[config.mk]
export PLATFORM = sky130hd
export DESIGN_NAME = disable_manager
export DESIGN_NICKNAME = d
export VERILOG_FILES = /design/src/rtl/disable_manager.sv
export SDC_FILE = /design/constraint.sdc
export NUM_CORES = 1
export LEC_CHECK = 0
export ABC_CLOCK_PERIOD_IN_PS = 3600
export CAP_MARGIN = 20
export CORE_ASPECT_RATIO = 1.5
export CORE_MARGIN = 4
export CORE_UTILIZATION = 53
export CTS_CLUSTER_SIZE = 8
export DETAILED_ROUTE_END_ITERATION = 6
export PLACE_DENSITY = 0.72
export SETUP_SLACK_MARGIN = 0.02
export SLEW_MARGIN = 20
export SYNTH_ARGS = -nofsm -noshare
export SYNTH_HDL_FRONTEND = slang
export SYNTH_SLANG_ARGS = --single-unit
export TNS_END_PERCENT = 1
[constraint.sdc]
create_clock -name clk -period 3.6 [get_ports clk]
set_clock_uncertainty 0.05 [all_clocks]
set_input_delay 0.72 -clock clk [delete_from_list [all_inputs] [get_ports clk]]
set_output_delay 0.72 -clock clk [all_outputs]
set_load 0.005 [all_outputs]
[src/rtl/disable_manager.sv]
// Motor-drive disable manager: latches disable faults, holds, pauses before re-enable, locks out after repeated faults.
// Optional DISABLE_SYNC_EN inserts a two-flop synchroniser on each Disable channel.
module disable_manager #(
    parameter int unsigned NUM_CH       = 2,
    parameter int unsigned PAUSE_CYCLES = 160000,
    parameter int unsigned MAX_RETRIES  = 3,
    parameter int unsigned RETRY_W      = 4
) (
    input  logic                clk,
    input  logic                rst,
    input  logic [NUM_CH-1:0]   Disable,
    input  logic                Clear,
    output logic                Enable,
    output logic                Pause,
    output logic                Lockout,
    output logic [NUM_CH-1:0]   Fault_Ch,
    output logic [RETRY_W-1:0]  Retry_Cnt
);

    localparam int unsigned CW = $clog2(PAUSE_CYCLES + 1);
    localparam logic [CW-1:0] PTERM = CW'(PAUSE_CYCLES - 1);
    localparam logic [CW-1:0] PFULL = CW'(PAUSE_CYCLES);
    localparam logic [RETRY_W-1:0] MAXR = RETRY_W'(MAX_RETRIES);

    typedef enum logic [1:0] {
        S_RUN,
        S_HOLD,
        S_PAUSE,
        S_LOCKOUT
    } state_t;

    state_t              state, state_n;
    logic [CW-1:0]       pcnt, pcnt_n;
    logic [CW-1:0]       dcnt, dcnt_n;
    logic [RETRY_W-1:0]  retry, retry_n, retry_inc;
    logic [NUM_CH-1:0]   fault, fault_n;
    logic [NUM_CH-1:0]   d;
    logic                d_any;
    logic                lock_hit;

`ifdef DISABLE_SYNC_EN
    logic [NUM_CH-1:0] sync1, sync2;

    always_ff @(posedge clk or posedge rst) begin
        if (rst) begin
            sync1 <= '0;
            sync2 <= '0;
        end else begin
            sync1 <= Disable;
            sync2 <= sync1;
        end
    end

    assign d = sync2;
`else
    assign d = Disable;
`endif

    assign d_any     = |d;
    assign retry_inc = (retry == '1) ? retry : retry + RETRY_W'(1);
    assign lock_hit  = (MAX_RETRIES != 0) && (retry_inc >= MAXR);

    always_ff @(posedge clk or posedge rst) begin
        if (rst) begin
            state <= S_PAUSE;
            pcnt  <= '0;
            dcnt  <= '0;
            retry <= '0;
            fault <= '0;
        end else begin
            state <= state_n;
            pcnt  <= pcnt_n;
            dcnt  <= dcnt_n;
            retry <= retry_n;
            fault <= fault_n;
        end
    end

    always_comb begin
        state_n = state;
        pcnt_n  = pcnt;
        dcnt_n  = dcnt;
        retry_n = retry;
        fault_n = fault;

        case (state)
            S_RUN: begin
                if (d_any) begin
                    fault_n = fault | d;
                    retry_n = retry_inc;
                    dcnt_n  = '0;
                    state_n = lock_hit ? S_LOCKOUT : S_HOLD;
                end else begin
                    // Decay saturates at PAUSE_CYCLES so it can never wrap and re-fire.
                    if (dcnt != PFULL) begin
                        dcnt_n = dcnt + CW'(1);
                    end
                    if (dcnt == PTERM) begin
                        retry_n = '0;
                    end
                end
            end

            S_HOLD: begin
                fault_n = fault | d;
                dcnt_n  = '0;
                if (!d_any) begin
                    state_n = S_PAUSE;
                    pcnt_n  = '0;
                end
            end

            S_PAUSE: begin
                dcnt_n = '0;
                pcnt_n = pcnt + CW'(1);
                if (d_any) begin
                    fault_n = fault | d;
                    retry_n = retry_inc;
                    state_n = lock_hit ? S_LOCKOUT : S_HOLD;
                end else if (pcnt == PTERM) begin
                    state_n = S_RUN;
                end
            end

            S_LOCKOUT: begin
                dcnt_n  = '0;
                fault_n = fault | d;
                if (Clear && !d_any) begin
                    state_n = S_PAUSE;
                    pcnt_n  = '0;
                    retry_n = '0;
                    fault_n = '0;
                end
            end

            default: begin
                state_n = S_PAUSE;
                pcnt_n  = '0;
            end
        endcase
    end

    assign Enable    = (state == S_RUN);
    assign Pause     = (state == S_PAUSE);
    assign Lockout   = (state == S_LOCKOUT);
    assign Fault_Ch  = fault;
    assign Retry_Cnt = retry;

endmodule

==> reports/metrics.csv, run 1 <==
metric,value,unit
slew_viol_final,0,
crit_path_end_kind,primary output,
fin_tns_setup,0,ns
synth_cells,283,
p_leak,1.15,nW
vias,2133,
crit_type,register to primary output,
ys_seq_area_share,41.9,%
pwr_density_cell,384,mW/mm^2
ys_ff_latch,44,
dieHeight,94.3,um
cts_resized,0,
wirelength,5530,um
grt_pass1_vias,2028,
path_clk_slew,0.08,ns
cts-root-buf,clkbuf_8,
maxCapViolCount,0,
max_freq,0.383,GHz
cts_tree,done,
period_share,72.6,%
syn-num-nets,292,
numCtsBuffers,5,
ant_nets,0,
syn_avg_cell_area,9.30,um^2
use_met1,22.8,%
core_area,0.00481,mm^2
post_cts_buffers,0,
syn_to_final_growth,11.1,%
cts.sinks,44,
critical_path.startpoint,state[1],
status,"finished, final reports clean",
ys_warn_count,0,
fin_crit,2.61,ns
detail_route.iter0.violations,88,
dp_hpwl,4040,um
top_usage_layer,met2,
relSlewSlack,50.9,%
max-vdd-ir-drop,0.000314,V
antenna_found_initial,0,
grt.overflow.total,0,
nets,302,
synthFlopType,dfrtp_1,
gp_congestion,0.787,
fin_area,0.00293,mm^2
tightest_slew,0.735,ns
holdCritPathClass,register to register,
grt_pass1_wl,9520,um
finalSetupViolations,0,
hold_path.startpoint,Fault_Ch[0],
final-hold-violation-count,0,
placed_cell_area,0.00282,mm^2
crit_arrival,1.84,ns
rsz0062_at_grt,no,
initial_utilization,54.7,%
final_layout_size_suffix_gt1_share,8.50,%
dieArea,0.00618,mm^2
antennaDiodeCount,0,
grtUsageTotal,19.4,%
drtPass1Iterations,4,
cts_hold_buf,0,
synth_edf_count,0,
synthDistinctLibCells,54,
critPathMaxFanout,12,
drc,0,
ios,14,
io_buffers,13,
wl_per_cell,15.4,um
grtUsageMet3,3.35,%
rr_startpoint,dcnt[9],
cp.required,2.83,ns
routed_via_density,5.93,
use_met2,35.2,%
insertion_delay,0.29,ns
die_w,65.5,um
crit_path_start_kind,register,
fin_total_pwr,1.12,mW
grt_max_degree,32,
cts_max_level,2,
synth-async-reset-ratio,100,%
clock_path_buffers,2,
fp-row-count,31,
syn_area,0.00263,mm^2
==> stage by stage <==
stage	std cells	utilization [%]	hold WS (ns)	setup WS, ns
6_report	360	60.8	0.473	0.986
4_1_cts	360	60.8	0.476	0.950
3_5_place_dp	352	58.6	0.462	0.966
2_1_floorplan	283	-	0.427	1.58
5_1_grt	360	60.8	0.518	0.884
3_3_place_gp	352	58.6	0.453	1.04
==> per-layer routing <==
layer / routed length, um / vias to the layer above
met5: 0 / -
met4: 119 / 0
met3: 112 / 11
met2: 2940 / 23
met1: 2360 / 1022
li1: - / 1077
==> flip-flops by register name, indices dropped and copies added, names as in the netlist <==
register,cells
Fault_Ch,2
pcnt,18
Retry_Cnt,4
dcnt,18
state,2
==> cell type report <==
cell class / count / area (um^2)
Fill cell: 478 / 1880
Multi-Input combinational cell: 218 / 1450
Sequential cell: 44 / 1100
Timing Repair Buffer: 17 / 160
Tap cell: 66 / 82.6
Clock buffer: 6 / 72.6
Clock inverter: 2 / 35.0
Inverter: 7 / 27.5
==> worst paths after layout <==
kind	to	slack, ns	cells after the start
worst max-delay path	Pause	0.99	2
worst min-delay path	Fault_Ch[0]	0.47	2
worst max register to register	Retry_Cnt[0]	1.59	4
worst min register to register	Fault_Ch[0]	0.47	2
max in group asynchronous	Retry_Cnt[1]	2.19	3
min in group asynchronous	pcnt[14]	0.72	2
==> report_power, final <==
| group | internal [mW] | switching [mW] | total (mW) |
|---|---|---|---|
| clock network | 0.206 | 0.164 | 0.371 |
| logic | 0.0927 | 0.0927 | 0.185 |
| registers | 0.522 | 0.0458 | 0.568 |
==> worst max-delay path, cell delays in order (launching register included) <==
cell,delay (ns)
dfstp_2,0.67
nor2b_1,0.33
clkdlybuf4s50_1,0.56
==> layout by cell type (no fill, tap or decap), types with 9 or more instances in the layout <==
cell	instances
nand4_1	10
nor2_1	12
a21oi_1	11
nand3_1	12
nand2b_1	13
and3_1	9
dfrtp_1	43
mux2i_1	11
clkdlybuf4s50_1	13
nand2_1	28
nor4_1	9
o21ai_0	11
==> Yosys cell counts, types with 3 or more instances <==
library cell / instances / area (um^2)
a21oi_1: 11 / 55.1
and2_1: 5 / 31.3
and3_1: 9 / 56.3
and4_1: 3 / 26.3
buf_2: 5 / 25.0
clkbuf_1: 7 / 26.3
dfrtp_1: 43 / 1080
ha_1: 4 / 50.1
inv_1: 7 / 26.3
mux2i_1: 11 / 110
nand2_1: 28 / 105
nand2b_1: 13 / 81.3
nand3_1: 12 / 60.1
nand4_1: 10 / 62.6
nor2_1: 12 / 45.0
nor2b_1: 3 / 18.8
nor3_1: 5 / 25.0
nor4_1: 9 / 56.3
nor4b_1: 6 / 52.6
o21a_1: 4 / 30.0
o21ai_0: 11 / 55.1
o21ai_1: 3 / 15.0
o31ai_1: 8 / 60.1
or2_2: 3 / 18.8
or3_1: 3 / 18.8
or4_1: 7 / 52.6
xor2_1: 8 / 70.1
==> kinds of logic after synthesis <==
group | after synthesis | share of synthesized area (%)
flip-flops | 44 | 41.9
buffers and inverters | 21 | 3.23
XOR/XNOR | 10 | 3.33
AND/OR/NAND/NOR | 140 | 31.9
multiplexers | 11 | 4.18
AO/OA/AOI/OAI | 53 | 13.5
adder cells (fa/ha/maj) | 4 | 1.90
Power figures use the tool's default switching activity.
==> run 2, diff against run 1 <==
--- a/config.mk
+++ b/config.mk
@@ -5,7 +5,7 @@
 export SDC_FILE = /design/constraint.sdc
 export NUM_CORES = 1
 export LEC_CHECK = 0
-export ABC_CLOCK_PERIOD_IN_PS = 3600
+export ABC_CLOCK_PERIOD_IN_PS = 2700
 export CAP_MARGIN = 20
 export CORE_ASPECT_RATIO = 1.5
 export CORE_MARGIN = 4
==> constraint.sdc (replaced) <==
create_clock -name clk -period 2.7 [get_ports clk]
set_clock_uncertainty 0.05 [all_clocks]
set_input_delay 0.54 -clock clk [delete_from_list [all_inputs] [get_ports clk]]
set_output_delay 0.54 -clock clk [all_outputs]
set_load 0.005 [all_outputs]
==> run 2 against run 1 <==
Effect of this change:
- clock power grew 15%
- die area is the same
- first-iteration DRC count grew 86%
- utilization grew 0.23 points
- worst hold slack gained 0.00074 ns
- critical path type unchanged
- highest routed layer unchanged
==> reports/metrics.csv, run 2 (same netlist as run 1, synthesis figures left out) <==
metric,value,unit
wl_per_cell,15.7,um
final_cell_mix,"43 x dfrtp_1, 28 x nand2_1, 13 x nand2b_1, 13 x clkdlybuf4s50_1",
dieArea,0.00618,mm^2
p_leak,1.15,nW
fin_crit,2.44,ns
seqCellArea,0.00110,mm^2
max_freq,0.410,GHz
drc,0,
crit_arrival,1.85,ns
wirelength,5670,um
antenna_found_initial,0,
period_share,90.3,%
final-hold-violation-count,0,
numCtsBuffers,5,
core_area,0.00481,mm^2
worstReg2RegEnd,Retry_Cnt[0],
cts-root-buf,clkbuf_8,
holdPathStages,1,
fin_area,0.00294,mm^2
die_w,65.5,um
crit_type,register to primary output,
vias,2172,
io_buffers,13,
hold_end,pcnt[0],
p_seq_share,52.7,%
netSwitchingPower,410,uW
switching_share,28.5,%
pwr_density_cell,490,mW/mm^2
fp-row-count,31,
cts.sinks,44,
insertion_delay,0.29,ns
initial_utilization,54.7,%
max-vdd-ir-drop,0.000377,V
maxCapViolCount,0,
grt.overflow.total,0,
drtPass1Iterations,4,
syn_to_final_growth,11.5,%
path_clk_slew,0.08,ns
grtUsageTotal,20.0,%
grt_pass1_wl,9750,um
r2r_slack,0.67,ns
slew_viol_final,0,
power.internal,1.03,mW
dieHeight,94.3,um
finalSetupViolations,0,
post_cts_buffers,0,
grt_max_degree,33,
routed_via_density,6.00,
fin_total_pwr,1.44,mW
rsz0062_at_grt,no,
tightest_slew,0.649,ns
cts_resized,0,
crit_path_start_kind,register,
crit_path_end_kind,primary output,
cts_tree,done,
grt_pass1_vias,2057,
multi_input_area,0.00145,mm^2
clock_path_buffers,2,
gp_congestion,0.834,
ant_nets,0,
power_frac_comb,17.6,%
rr_startpoint,dcnt[9],
final_layout_size_suffix_gt1_share,9.12,%
antennaDiodeCount,0,
cts_hold_buf,0,
reg2reg_depth,4,
holdCritPathClass,register to register,
fill_cells,455,
p_clk_share,29.7,%
hold_path.startpoint,pcnt[0],
placed_cell_area,0.00284,mm^2
dp_hpwl,4060,um
cp.required,2.11,ns
status,"finished, final reports clean",
ios,14,
nets,304,
detail_route.iter0.violations,164,
cts_max_level,2,
fin_tns_setup,0,ns
relSlewSlack,55.6,%
layout_commonest_cell,dfrtp_1,
critPathMaxFanout,12,
==> run 2: cell types whose count changed in the layout (fill, tap and decap cells not counted) <==
| cell | before | now |
|---|---|---|
| clkbuf_1 | 1 | 0 |
| clkbuf_8 | 5 | 6 |
| buf_4 | 4 | 5 |
| bufinv_16 | 1 | 0 |
| buf_12 | 0 | 1 |
| clkinv_1 | 0 | 1 |
==> run 2: metal layers <==
metal,wire (um),up-vias,part of all wire (%),global-route usage (%)
met4,81,0,1.4,5.71
met2,3070,24,54,36.7
met3,94,8,1.7,3.35
li1,-,1080,-,-
met5,0,-,0,0
met1,2430,1060,43,23.7
==> run 2: power by group through the flow <==
stage               clock network, mW  registers (mW)  logic (mW)
CTS                             0.442           0.757       0.255
floorplan                           0           0.747       0.168
detailed placement                  0           0.770       0.255
global placement                    0           0.770       0.250
finish                          0.428           0.758       0.253
global route                    0.472           0.768       0.283
==> run 2: layout make-up <==
type / instances / share of cell area (%)
repair buffers: 19 / 6.39
clock buffers: 6 / 2.81
well taps: 66 / 2.81
clock inverters: 2 / 0.341
multi-input cells: 218 / 49.2
flip-flops and latches: 44 / 37.5
inverters: 7 / 0.895
==> run 2: metrics by stage <==
stage,setup WS [ns],util [%],hold WS (ns),cells
after floorplan,0.836,-,0.427,283
after global placement,0.345,59.1,0.448,354
after detailed placement,0.294,59.1,0.456,354
after CTS,0.268,61.1,0.474,362
after global routing,0.173,61.1,0.499,362
final,0.262,61.1,0.474,362
==> run 2: worst max-delay path by stage <==
| stage | start | cells past startpoint | end | slack [ns] |
|---|---|---|---|---|
| floorplan | dcnt[9] | 4 | Retry_Cnt[0] | 0.84 |
| global placement | Disable[1] | 6 | pcnt[3] | 0.35 |
| detailed placement | Disable[1] | 6 | pcnt[3] | 0.29 |
| CTS | state[1] | 2 | Pause | 0.27 |
| global route | state[1] | 2 | Pause | 0.17 |
| finish | state[1] | 2 | Pause | 0.26 |
==> run 2: critical path: stages (launching register included) <==
cell             delay [ns]
dfstp_2                0.68
nor2b_1                0.31
clkdlybuf4s50_1        0.56
==> run 3, diff against run 2 <==
--- a/config.mk
+++ b/config.mk
@@ -14,7 +14,6 @@
 export DETAILED_ROUTE_END_ITERATION = 6
 export PLACE_DENSITY = 0.72
 export SETUP_SLACK_MARGIN = 0.02
-export SLEW_MARGIN = 20
 export SYNTH_ARGS = -nofsm -noshare
 export SYNTH_HDL_FRONTEND = slang
 export SYNTH_SLANG_ARGS = --single-unit
==> constraint.sdc (replaced) <==
create_clock -name clk -period 2.7 [get_ports clk]
set_clock_uncertainty 0.05 [all_clocks]
set_input_delay 0.405 -clock clk [delete_from_list [all_inputs] [get_ports clk]]
set_output_delay 0.405 -clock clk [all_outputs]
set_load 0.005 [all_outputs]
==> run 3 against run 2 <==
Effect of this change:
- via count decreased by 1.1%
- worst hold slack got worse by 0.12 ns
- utilization increased by 0.44 points
- largest cell class unchanged
==> reports/metrics.csv, run 3 (same netlist as run 1, synthesis figures left out) <==
metric,value,unit
cp.required,2.25,ns
cts-root-buf,clkbuf_8,
wl_per_cell,15.7,um
fin_area,0.00296,mm^2
r2r_slack,0.70,ns
worst-path-buf-inv,1,
p_clk_share,35.3,%
routed_via_density,5.94,
grtUsageTotal,20.2,%
nets,304,
fin_crit,2.31,ns
ant_nets,0,
cts_resized,0,
core_area,0.00481,mm^2
die_w,65.5,um
cts_hold_buf,0,
antennaDiodeCount,0,
vias,2149,
gp_congestion,0.804,
netSwitchingPower,411,uW
wirelength,5700,um
critPathMaxFanout,12,
relSlewSlack,52.4,%
numCtsBuffers,5,
path_clk_slew,0.09,ns
post_cts_buffers,0,
crit_family,flip-flops,
drc,0,
fp-row-count,31,
clock_path_buffers,2,
cts_max_level,2,
slew_viol_final,0,
rsz0062_at_grt,no,
finalSetupViolations,0,
cts.sinks,44,
antenna_found_initial,0,
holdCritPathClass,primary input to asynchronous set/reset pin,
dieArea,0.00618,mm^2
io_buffers,13,
final_layout_size_suffix_gt1_share,9.12,%
power.internal,1.15,mW
p_seq_share,48.5,%
crit_path_start_kind,register,
max_stage_delay,0.66,ns
detail_route.iter0.violations,98,
cts_tree,done,
pwr_density_cell,527,mW/mm^2
worst_path_max_delay_cell,dfstp_2,
syn_to_final_growth,12.4,%
grt_max_degree,24,
initial_utilization,54.7,%
switching_share,26.4,%
crit_type,register to primary output,
grt.overflow.total,0,
fin_tns_setup,0,ns
max-vdd-ir-drop,0.000597,V
grt_pass1_vias,2077,
insertion_delay,0.30,ns
maxCapViolCount,0,
crit_path_end_kind,primary output,
final-hold-violation-count,0,
final_cell_mix,"43 x dfrtp_1, 28 x nand2_1, 13 x nand2b_1, 13 x clkdlybuf4s50_1",
max_freq,0.433,GHz
power_frac_comb,16.2,%
ios,14,
period_share,85.6,%
status,"finished, final reports clean",
crit_chain,"nor2b_1, clkdlybuf4s50_1",
placed_cell_area,0.00283,mm^2
crit_arrival,1.86,ns
p_leak,1.16,nW
dieHeight,94.3,um
layout_commonest_cell,dfrtp_1,
drtPass1Iterations,4,
tightest_slew,0.696,ns
grt_pass1_wl,9650,um
dp_hpwl,4080,um
==> run 3: cell count changes in the layout (fill, tap and decap cells not counted) <==
cell | previous run | this run
clkinv_2 | 2 | 0
buf_12 | 1 | 0
buf_4 | 5 | 6
bufinv_16 | 0 | 1
clkbuf_8 | 6 | 7
==> run 3: per-stage QoR <==
stage	util, %	total power, mW	std cells	hold WS, ns	setup slack (ns)
6_report	61.5	1.56	362	0.354	0.389
5_1_grt	61.5	1.63	362	0.414	0.341
4_1_cts	61.5	1.58	362	0.377	0.372
3_5_place_dp	58.9	1.02	354	0.462	0.399
3_3_place_gp	58.9	1.01	354	0.451	0.489
2_1_floorplan	-	0.914	283	0.427	0.836
==> run 3: layout make-up <==
cell class | count | area, um^2
clock buffer | 7 | 96.3
clock inverter | 1 | 30.0
fill | 437 | 1850
inverter | 7 | 26.3
multi-input combinational | 218 | 1450
sequential | 44 | 1100
tap | 66 | 82.6
timing repair buffer | 19 | 175
==> run 3: metal layers <==
| metal | track usage [%] | up-vias | wire, um |
|---|---|---|---|
| li1 | - | 1077 | - |
| met1 | 22.9 | 1027 | 2390 |
| met2 | 35.9 | 31 | 3030 |
| met3 | 3.83 | 14 | 123 |
| met4 | 9.34 | 0 | 155 |
| met5 | 0 | - | 0 |
==> run 3: final timing paths <==
kind,start,end,cells after the start
max in group asynchronous,rst,dcnt[4],3
hold reg to reg,Fault_Ch[0],Fault_Ch[0],2
min in group clk,Fault_Ch[0],Fault_Ch[0],2
setup reg to reg,dcnt[9],Retry_Cnt[1],4
hold / removal,rst,pcnt[14],2
setup / recovery,state[1],Pause,2
==> run 3: power by group through the flow <==
stage	sequential, mW	combinational (mW)	clock [mW]
final	0.757	0.252	0.550
after global routing	0.765	0.281	0.585
after CTS	0.756	0.254	0.566
after detailed placement	0.769	0.252	0
after global placement	0.766	0.248	0
after floorplan	0.747	0.168	0
